File: config.mk
export PLATFORM = sky130hd
export DESIGN_NAME = seg7_scan_driver
export DESIGN_NICKNAME = d
export VERILOG_FILES = /design/src/rtl/seg7_scan_driver.sv
export SDC_FILE = /design/constraint.sdc
export NUM_CORES = 1
export LEC_CHECK = 0
export ABC_CLOCK_PERIOD_IN_PS = 1900
export CAP_MARGIN = 15
export CORE_MARGIN = 8
export CORE_UTILIZATION = 35
export CTS_BUF_LIST = sky130_fd_sc_hd__clkbuf_4
export CTS_CLUSTER_DIAMETER = 50
export DETAILED_ROUTE_END_ITERATION = 10
export GPL_TIMING_DRIVEN = 0
export PLACE_DENSITY = 0.65
export SLEW_MARGIN = 20
export SYNTH_ARGS = -nofsm -noshare
export SYNTH_HDL_FRONTEND = slang
export SYNTH_SLANG_ARGS = --single-unit
File: constraint.sdc
create_clock -name clk -period 1.9 [get_ports clk]
set_input_delay 0.19 -clock clk [delete_from_list [all_inputs] [get_ports clk]]
set_output_delay 0.19 -clock clk [all_outputs]
set_load 0.1 [all_outputs]
File: src/rtl/seg7_scan_driver.sv
// Four-digit multiplexed 7-segment scan driver with per-frame value snapshot,
// per-slot anode dead-time and a frame-done strobe. Define SEG7_LZB_EN for leading-zero blanking.
module seg7_scan_driver #(
  parameter int SCAN_DIV = 100000,
  parameter int DEAD     = 16
) (
  input  logic        clk,
  input  logic        reset,
  input  logic [15:0] value,
  input  logic        blank,
  output logic [3:0]  an,
  output logic [6:0]  seg,
  output logic        dp,
  output logic        frame_done
);

  localparam int CW = (SCAN_DIV > 1) ? $clog2(SCAN_DIV) : 1;
  localparam logic [CW-1:0] CNT_LAST = CW'(SCAN_DIV - 1);
  localparam logic [CW-1:0] CNT_DEAD = CW'(DEAD);

  logic [CW-1:0] cnt, cnt_nxt;
  logic [1:0]    idx, idx_nxt;
  logic [15:0]   snap, snap_nxt;
  logic          slot_end, boundary;
  logic [3:0]    nib;
  logic          suppress, dark;
  logic [3:0]    an_nxt;
  logic [6:0]    seg_nxt;
  logic          dp_nxt;

  // Active-low {g,f,e,d,c,b,a}; anything outside 0-9 shows a dash.
  function automatic logic [6:0] decode(input logic [3:0] d);
    case (d)
      4'd0:    decode = 7'b1000000;
      4'd1:    decode = 7'b1111001;
      4'd2:    decode = 7'b0100100;
      4'd3:    decode = 7'b0110000;
      4'd4:    decode = 7'b0011001;
      4'd5:    decode = 7'b0010010;
      4'd6:    decode = 7'b0000010;
      4'd7:    decode = 7'b1111000;
      4'd8:    decode = 7'b0000000;
      4'd9:    decode = 7'b0010000;
      default: decode = 7'b0111111;
    endcase
  endfunction

  // Scan position and snapshot; value is only captured at the frame boundary.
  always_comb begin
    slot_end = (cnt == CNT_LAST);
    boundary = slot_end && (idx == 2'd3);
    cnt_nxt  = slot_end ? '0 : cnt + 1'b1;
    idx_nxt  = slot_end ? idx + 2'd1 : idx;
    snap_nxt = boundary ? value : snap;
  end

  always_comb begin
    case (idx)
      2'd0:    nib = snap[3:0];
      2'd1:    nib = snap[7:4];
      2'd2:    nib = snap[11:8];
      default: nib = snap[15:12];
    endcase
  end

`ifdef SEG7_LZB_EN
  assign suppress = ((idx == 2'd3) && (snap[15:12] == 4'h0)) ||
                    ((idx == 2'd2) && (snap[15:8] == 8'h00));
`else
  assign suppress = 1'b0;
`endif

  // dp rides on digit 2's anode so it goes dark with it.
  always_comb begin
    dark    = (cnt < CNT_DEAD) || blank || suppress;
    an_nxt  = dark ? 4'hF : ~(4'b0001 << idx);
    dp_nxt  = !((idx == 2'd2) && !dark);
    seg_nxt = decode(nib);
  end

  always_ff @(posedge clk or posedge reset) begin
    if (reset) begin
      cnt        <= '0;
      idx        <= 2'd0;
      snap       <= 16'h0000;
      an         <= 4'hF;
      seg        <= 7'h7F;
      dp         <= 1'b1;
      frame_done <= 1'b0;
    end else begin
      cnt        <= cnt_nxt;
      idx        <= idx_nxt;
      snap       <= snap_nxt;
      an         <= an_nxt;
      seg        <= seg_nxt;
      dp         <= dp_nxt;
      frame_done <= boundary;
    end
  end

endmodule

Yosys cells after proc, flatten, opt, wreduce, memory -nomap -nowiden
Memory sizes are Yosys's and may differ from the RTL's. A register that Yosys moved wholly into a read port is not among the register bits.
Cells that the tools add are included.
- bitwise gates (word level): 1
- add/subtract/negate cells: 2
- magnitude comparators: 1
- equality and inequality tests: 4
- reductions and logical operators: 6
- muxes and demuxes: 3
- shifts and indexed selects: 1
- operators by type and width (operator ; number):
    adder 17 x 1 -> 17 bit, second input constant ; 1
    equality test 17 bit, second input constant ; 1
    less-than comparator 17 x 5 -> 1 bit, second input constant ; 1
    2-to-1 mux 17 bit ; 1
    one-hot mux 4 bit (3 select lines) ; 1
    equality test 2 bit, second input constant ; 2
    2-to-1 mux 4 bit ; 1
    NOT 4 bit ; 1
    left shift 1 x 2 -> 4 bit, first input constant ; 1
    adder 2 x 1 -> 2 bit, second input constant ; 1
    equality test 2 x 1 -> 1 bit, second input constant ; 1
    logical AND 1 bit ; 2
    logical NOT 1 bit ; 2
    logical NOT 2 bit ; 1
    logical OR 1 bit ; 1
- output and inout bits: 13
- memory bits (read-only): 112
- logic and storage cells: 25
- memories kept: 1
- input bits: 19
- register bits: 41
- memories (memory ; depth ; width ; rd ports ; clocked after memory_dff ; write ports ; line ; RTL):
    (no name shown) ; 16 ; 7 ; 1 ; 1 ; 0 ; 33 ; case (d)

Depth between registers and ports, before layout
Gate-level depths: netlist (run 1).
- depth after elaboration: 5
- mapped depth: 8

Worst setup path before layout (run 1)
No wires, ideal clock.
- path type: register to register
- start point: reg cnt[11]
- end point: reg snap[0]
- arrival: 1.880 ns
- stages on the path, launching flop included: 7
- buffers on the path: 2
- setup slack: -0.106 ns
- required time: 1.775 ns
- cell sequence: dfrtp_1 > nor4_4 > nand2_2 > or4_4 > buf_6 > buf_12 > mux2_4
- word-level cells in the longest chain between the ends: 2
- ends and longest elaborated chain (item ; line ; RTL):
    start: declaration ; 21 ; logic [CW-1:0] cnt, cnt_nxt;
    start signal: assignment ; 91 ; cnt <= cnt_nxt;
    equality test 17 bit ; 50 ; slot_end = (cnt == CNT_LAST);
    logical AND 1 bit ; 51 ; boundary = slot_end && (idx == 2'd3);
    end signal: assignment ; 93 ; snap <= snap_nxt;
    end: declaration ; 23 ; logic [15:0] snap, snap_nxt;
Every way passes these cells.
A chain may end at the register's enable or synchronous reset.

Final worst setup path (run 1)
- start point: reg cnt[11]
- end point: reg snap[3]
The elaborated chain is that of the path after synthesis.

==> results.md, run 1 <==
- The global-route usage over all layers is 10.9%.
- The proportion of layout cells with a drive suffix above 1 is 44.5%.
- The switching power total is 0.000527 W.
- In this run, synthesis produced a sequential element count of 47.
- The pin count of the biggest net entering global routing is 26.
- The via count of the routed design is 1538.
- The worst-case clock buffer depth is 2.
- The synthesized netlist contains 39 unique library cells.
- The data arrival at the endpoint of the critical path is 2280 ps.
- The die covers 9150 um^2.
- Setup slack on the critical path of the routed design comes to -93.7 ps.
- The max-slew violation total from the final report is 0.
- Clock-pin slew was measured on the worst setup and hold paths at 150 ps.
- The worst path in the final design needs a cycle of 1990 ps, including I/O delays and setup.
- After layout, the design draws a total of 0.00181 W.
- The floorplan has 29 rows.
- The global placement routability congestion is 0.750.
- The H-tree generated during clock tree synthesis spans 2 levels.
- The reported max-cap violation count is 0.
- In this run, post-CTS hold repair placed 0 buffers.
- The detailed-router iteration count before antenna repair is 4.
- The placed instance area is 2650 um^2.
- The number of placed cells counting well taps is 290.
- The proportion of total power due to net switching is 29.1%.
- TritonCTS built the clock tree.
- The post-route non-filler standard cell count is 315.
- Of all flip-flops after synthesis, the portion carrying an async set or reset was 100%.
- The final global-route overflow total is 0.
- The summed negative setup slack over all endpoints is -1080 ps.
- In the final design database the tool counted 265 nets.
- Synthesis handed over a netlist of 181 instances.
- The synthesis-to-finish area growth is 35.2%.
- The worst register-to-register path ends at snap[3].
- The number of global-route vias before repair is 1662.
- STA classifies the critical path endpoint as a flop.
- Data on the critical path is required at its endpoint by 2180 ps.
- Setup repair after global routing could not meet its margin everywhere.
- The final reports fail on negative setup slack.
- The final-report hold violation count is 0.
- The layout has 566 filler cells.
- The antenna cell count is 0.
- The final instance area is 3000 um^2.
- The global-route wire length before repair is 7.80 mm.
- The via count normalized by instance count is 4.88.
- By startpoint and endpoint, the worst setup path is classified as flop to flop.
- The count of flip-flops with a built-in enable after synthesis is 0.
- STA classifies the critical path startpoint as a flop.
- The worst hold path belongs to the class input pin to asynchronous set/reset pin.
- The total nets after synthesis is 209.
- Summed over all cells, the static leakage comes to 1.30 nW.
- The total number of yosys warnings is 0.
- The width of the die is 95.7 um.
- The most used flip-flop cell after synthesis is sky130_fd_sc_hd__dfrtp_1.
- The critical register-to-register path startpoint is cnt[11].
- Summing every instance area after synthesis gives 2220 um^2.
- The master cell of the clock root buffer is sky130_fd_sc_hd__clkbuf_4.
- The total DRC errors in the routed layout is 0.
- The maximum operating frequency is 502 MHz.
- The tightest slew margin relative to the limit is 36.4%.
- Clock latency on the worst-skew pair, taken at its later pin, is 380 ps.
- The core region is 6240 um^2.
- The flop-to-flop setup slack is -90 ps.
- OpenSTA, run right after detailed placement, puts the worst setup slack at -295 ps.
- In this run the count of I/O pins placed on the die edge is 32.
- The remaining antenna violation count is 0.
- For the pin with the worst max-slew slack, the measured transition is 958 ps.
- Traced cell by cell, the critical path runs through nor4_4 -> nand2_2 -> or4_4 -> buf_12 -> mux2_4.
- The flow ran to the end, but the final reports show violations.
- The largest single stage delay on the critical path is 570 ps.
- The total routed wirelength is 4.57 mm.
- The number of buffers inserted during clock tree synthesis is 5.
- On the critical path, the stage with the largest delay is an instance of sky130_fd_sc_hd__or4_4.
- Across the routed clock network, the largest skew measured is 12.0 ps.
- The initial antenna violation count is 0.
- Setup violations remaining at the end of the flow were counted as 19.
- Each instance of the synthesized netlist takes up on average 12.3 um^2.
- After legalization and detailed placement, the total HPWL measured 3.05 mm.
- From bottom edge to top edge, the die measures 95.7 um.
- The design internal power is 0.00129 W.
- The power density over the cells is 603 nW/um^2.
- CTS saw 47 sinks.
- After the first detailed-routing iteration, the DRC count stood at 57.
- Leaving out fill and tap cells, the most frequent cells in the layout are sky130_fd_sc_hd__dfrtp_1 (32), sky130_fd_sc_hd__clkdlybuf4s50_1 (18), sky130_fd_sc_hd__buf_4 (17), sky130_fd_sc_hd__nor2_1 (13).
- Registers are responsible for 58.1% of the overall power.
- After detailed routing, the average wire length per cell comes to 14.5 um.
- The worst ir drop on vdd is 0.293 mV.
- For this configuration, the core starts out at a cell density of 35.6%.
- The relative contribution of the clock network to total power is 26.6%.
- The largest driver fanout on the critical path is 10.
- The final critical path takes up 105% of the cycle.
- The cell count of the worst reg-to-reg path is 5.
- The number of buffers added on ports is 31.
- The share of power burned in combinational logic is 15.3%.
- The sequential area share after synthesis is 53.5%.
- The most frequent standard cell in the layout excluding fill and tap cells is sky130_fd_sc_hd__dfrtp_1.
==> power by group through the flow <==
stage,clock network [W],logic [W],registers (W)
6_report,0.000483,0.000277,0.00105
2_1_floorplan,0,0.0000685,0.00117
3_5_place_dp,0,0.000255,0.00107
4_1_cts,0.000506,0.000273,0.00105
3_3_place_gp,0,0.000248,0.00107
5_1_grt,0.000555,0.000294,0.00106
==> cell usage after synthesis (3+ instances only) <==
cell / number / area [um^2]
sky130_fd_sc_hd__nand2_1: 11 / 41.3
sky130_fd_sc_hd__nor2_1: 13 / 48.8
sky130_fd_sc_hd__nand3_1: 10 / 50.1
sky130_fd_sc_hd__dfstp_2: 11 / 289
sky130_fd_sc_hd__dfrtp_1: 36 / 901
sky130_fd_sc_hd__o21ai_0: 3 / 15.0
sky130_fd_sc_hd__mux2_2: 8 / 90.1
sky130_fd_sc_hd__xor2_1: 4 / 35.0
sky130_fd_sc_hd__nand2b_1: 3 / 18.8
sky130_fd_sc_hd__mux2i_1: 4 / 40.0
sky130_fd_sc_hd__inv_1: 12 / 45.0
sky130_fd_sc_hd__nor3_1: 5 / 25.0
sky130_fd_sc_hd__a21oi_1: 3 / 15.0
sky130_fd_sc_hd__xnor2_1: 10 / 87.6
sky130_fd_sc_hd__a222oi_1: 4 / 40.0
sky130_fd_sc_hd__mux2_4: 10 / 150
sky130_fd_sc_hd__ha_1: 9 / 113
==> worst max-delay path: cells and delay by family, from the launching register on <==
kind	cells	cell delay, ps
AND/OR/NAND/NOR	3	970
flip-flops	1	450
multiplexers	1	300
buffers and inverters	1	180
==> layout make-up <==
class | instances | area [um^2] | area share, %
sequential | 47 | 1190 | 39.8
multi-input combinational | 118 | 1080 | 36.0
timing repair buffer | 51 | 498 | 16.6
tap | 77 | 96.3 | 3.21
inverter | 12 | 47.5 | 1.58
clock buffer | 5 | 37.5 | 1.25
buffer | 2 | 27.5 | 0.916
clock inverter | 3 | 20.0 | 0.666
==> worst max path at each step <==
stage / start / to / slack (ps) / cells after the start
finish: cnt[11] / snap[3] / -90 / 5
global route: idx[0] / seg[5] / -140 / 5
CTS: cnt[6] / snap[7] / -120 / 5
detailed placement: idx[0] / seg[3] / -290 / 6
global placement: reset / snap[0] / -360 / 2
floorplan: cnt[11] / snap[0] / -110 / 6
==> timing repair <==
action                     in CTS  in global routing
setup endpoints to repair      37                 25
setup buffers                  14                  5
resized for setup              73                  5
pin swaps                      10                  6
==> cell families (layout without fill, tap and decap cells) <==
group / after synthesis / count (layout) / synth area share (%)
adders and majority gates: 9 / 9 / 5.07
DFF: 47 / 47 / 53.5
xor gates and xnor gates: 14 / 14 / 5.52
muxes: 22 / 22 / 12.6
and+or+nand+nor: 57 / 57 / 14.0
AOI/OAI and AO/OA: 16 / 16 / 5.35
buffers and inverters: 16 / 73 / 3.94
==> state kept, by name, summed over array words and instances, names as in the netlist <==
name        count
frame_done      1
seg             7
idx             2
cnt            17
an              4
snap           16
==> routing by layer <==
metal  up-vias  wire length [um]  global-route usage, %
met5         -                 0                      0
li1        742                 -                      -
met4         0                90                   4.61
met3         9               317                   2.91
met1       740              2020                   12.9
met2        47              2140                   18.2
==> stage by stage <==
step / hold WS [ps] / utilization, %
after global placement: 479 / 42.1
after detailed placement: 480 / 42.4
after global routing: 169 / 48.1
after floorplan: 332 / -
after CTS: 146 / 47.3
final: 142 / 48.1
Note: power is estimated with default switching activity, not from simulation.
==> run 2: changes to the inputs <==
- ABC_CLOCK_PERIOD_IN_PS: 1900 -> 2300
- PLACE_DENSITY: 0.65 -> 0.63
- clock period: 1.9 -> 2.3 ns (I/O delays scaled with it)
==> results.md, run 2 (synthesis results as in run 1) <==
- The die footprint is 9150 um^2 (unchanged).
- The static leakage power was 1.20 nW (-7.3%).
- The tightest slew margin relative to the limit is 34.6% (-1.8 points).
- The synthesis-to-finish area growth is 25.2%.
- The total power consumption of the routed design is 0.00169 W (-6.6%).
- The number of clock sinks is 47 (unchanged).
- Setup repair after global routing could not meet its margin everywhere.
- In the layout the commonest cells are sky130_fd_sc_hd__dfrtp_1 (36), sky130_fd_sc_hd__clkdlybuf4s50_1 (25), sky130_fd_sc_hd__nor2_1 (13).
- The largest driver fanout on the critical path came to 1 (-9).
- The worst path buffer plus inverter count is 1 (unchanged).
- The via count normalized by instance count is 4.93 (+0.96%).
- The max-slew violation total from the final report was 0 (unchanged).
- The slew at the pin with the worst max-slew slack is 979 ps (+20.9 ps).
- The area inside the core boundary was 6240 um^2 (unchanged).
- The final global-route overflow total was 0 (unchanged).
- The worst path required time is 2070 ps (-110 ps).
- The longest individual stage delay on the worst path came to 1120 ps (+550 ps).
- The total number of nets in the final design is 248 (-6.4%).
- The number of global-route vias before repair is 1542 (-7.2%).
- The gate family responsible for the most delay along the worst path is buffers and inverters.
- The global-route wire length before repair is 7.33 mm (-6.0%).
- The global-route usage over all layers is 10.3% (-0.57 points).
- In the final layout, the registers with the most flip-flops are cnt (17), snap (16), seg (7).
- The initial standard-cell utilization of the core came to 35.6% (unchanged).
- The maximum operating frequency is 446 MHz.
- The number of post-CTS setup repair buffers is 0 (-14).
- The final core utilization is 44.6% (-3.6 points).
- The share of the clock period used by the worst path is 97.5%.
- The number of buffers added on ports is 31 (unchanged).
- The flow ran to the end, and the final reports show no timing, DRC or antenna violations.
- The post-route non-filler standard cell count is 298 (-5.4%).
- The remaining antenna violation count is 0 (unchanged).
- The final HPWL from detailed placement is 3.09 mm (+1.5%).
- The proportion of layout cells with a drive suffix above 1 was 23.1% (-21 points).
- The flop-to-flop setup slack is 120 ps (+210 ps).
- The final-report hold violation count came to 0 (unchanged).
- The slowest cell on the critical path is sky130_fd_sc_hd__clkdlybuf4s50_1.
- The element type at the critical path end is an output pin.
- The detailed-router iteration count before antenna repair came to 4 (unchanged).
- The proportion of total power due to net switching is 24.7% (-4.4 points).
- The number of ports placed on the die boundary is 32 (unchanged).
- STA classifies the critical path startpoint as a flop.
- Leaving out fill and tap cells, the most frequent cell in the layout is sky130_fd_sc_hd__dfrtp_1.
- The final worst clock skew is 24.1 ps (+12.1 ps).
- The worst register-to-register path begins at cnt[0].
- The pin count of the biggest net entering global routing was 27 (+3.8%).
- The signal on the critical path passes through clkdlybuf4s50_1.
- The cell count of the worst reg-to-reg path is 6 (+1).
- The clock latency of the later-clocked register in the worst-skew pair is 370 ps (about the same).
- The endpoint identified for the worst register-to-register timing path is snap[2].
- The clock-pin slew reported for the worst setup and hold paths after clock tree synthesis is 150 ps (about the same).
- The number of placed cells counting well taps is 290 (unchanged).
- The global placement routability congestion is 0.752 (+0.23%).
- The row count came to 29 (unchanged).
- The number of H-tree branching levels came to 2 (unchanged).
- The data arrival at the endpoint of the critical path is 2010 ps (-270 ps).
- The number of buffers inserted during clock tree synthesis is 5 (unchanged).
- The width of the die is 95.7 um (unchanged).
- The initial antenna violation count was 0 (unchanged).
- The largest register by flop count is cnt.
- The share of power burned in combinational logic was 12.5% (-2.8 points).
- The relative contribution of the clock network to total power is 36.2% (+9.6 points).
- The reported max-cap violation count is 0 (unchanged).
- The setup violation total in the final timing report is 0 (-19).
- The violation count after the first detailed-routing iteration was 77 (+35%).
- The vertical die dimension is 95.7 um (unchanged).
- The setup path with the least slack is of type flop to output pin.
- The total routed wirelength is 4.24 mm (-7.2%).
- The CTS tree is yes.
- The total DRC errors in the routed layout is 0 (unchanged).
- The average wire per cell in the routed design was 14.2 um (-1.9%).
- The via count of the routed design is 1469 (-4.5%).
- The antenna cell count is 0 (unchanged).
- The register share of total power came to 51.3% (-6.8 points).
- The worst-case clock buffer depth came to 2 (unchanged).
- The power density over the cells is 609 nW/um^2 (+0.93%).
- The worst ir drop on vdd was 0.336 mV (+15%).
- The switching power total is 0.000418 W (-21%).
- The path class of the tightest hold or removal check is input pin to asynchronous set/reset pin.
- For the finished layout, the period the worst path requires is 2240 ps.
- The master cell of the clock root buffer is sky130_fd_sc_hd__clkbuf_4.
- The count of hold-fix buffers inserted at cts is 0 (unchanged).
- The design internal power is 0.00128 W (-0.79%).
- The number of flip-flops under the largest register name was 17 (unchanged).
run 2: cell count changes in the layout (fill, tap and decap cells not counted), moves of 4 or more:
cell | before | now
sky130_fd_sc_hd__inv_1 | 7 | 11
sky130_fd_sc_hd__dlymetal6s2s_1 | 0 | 5
sky130_fd_sc_hd__clkdlybuf4s15_2 | 11 | 0
sky130_fd_sc_hd__clkdlybuf4s50_1 | 18 | 25
sky130_fd_sc_hd__buf_4 | 17 | 1
sky130_fd_sc_hd__dfrtp_2 | 4 | 0
sky130_fd_sc_hd__ha_4 | 5 | 0
sky130_fd_sc_hd__dfrtp_1 | 32 | 36
sky130_fd_sc_hd__ha_1 | 1 | 7
run 2: how the worst max path moves through the flow:
stage / from / to / slack (ps) / cells after the start
4_1_cts: an[2] / dp / 1 / 1
5_1_grt: cnt[0] / idx[1] / -30 / 4
2_1_floorplan: cnt[11] / snap[0] / 290 / 6
3_3_place_gp: reset / snap[8] / -0.8 / 2
6_report: seg[3] / seg[3] / 60 / 1
3_5_place_dp: idx[0] / seg[3] / 100 / 6
run 2: metrics by stage:
stage | setup TNS (ps) | hold slack (ps) | instance area, um^2 | setup WS (ps)
finish | 0 | 219 | 2780 | 56.8
floorplan | 0 | 372 | 2220 | 294
CTS | 0 | 232 | 2760 | 1.18
global placement | -6.89 | 479 | 2630 | -0.750
detailed placement | 0 | 492 | 2660 | 100
global route | -28.3 | 239 | 2780 | -28.3
run 2: what timing repair did:
action / CTS / global route
pin swaps: 0 / 1
endpoints found under the setup margin: 1 / 10
resized for setup: 1 / 9
run 2: layer usage:
layer,up-vias,track usage (%),part of all wire [%]
met1,723,12.5,45
met5,-,0,0
met2,30,17.0,46
met3,6,3.39,7.5
li1,710,-,-
met4,0,3.07,1.2
run 2: layout make-up:
cell class	instances	area (um^2)
plain buffers	4	42.5
clock buffers	5	37.5
well taps	77	96.3
fillers	565	3460
repair buffers	32	349
multi-input cells	118	953
clock inverters	3	67.6
flip-flops and latches	47	1190
inverters	12	45.0
run 2: power groups by stage:
stage	sequential (W)	combinational (W)	clock [W]
after floorplan	0.000968	0.0000566	0
after global placement	0.000884	0.000205	0
after detailed placement	0.000885	0.000213	0
after CTS	0.000870	0.000214	0.000629
after global routing	0.000873	0.000226	0.000667
final	0.000869	0.000211	0.000613
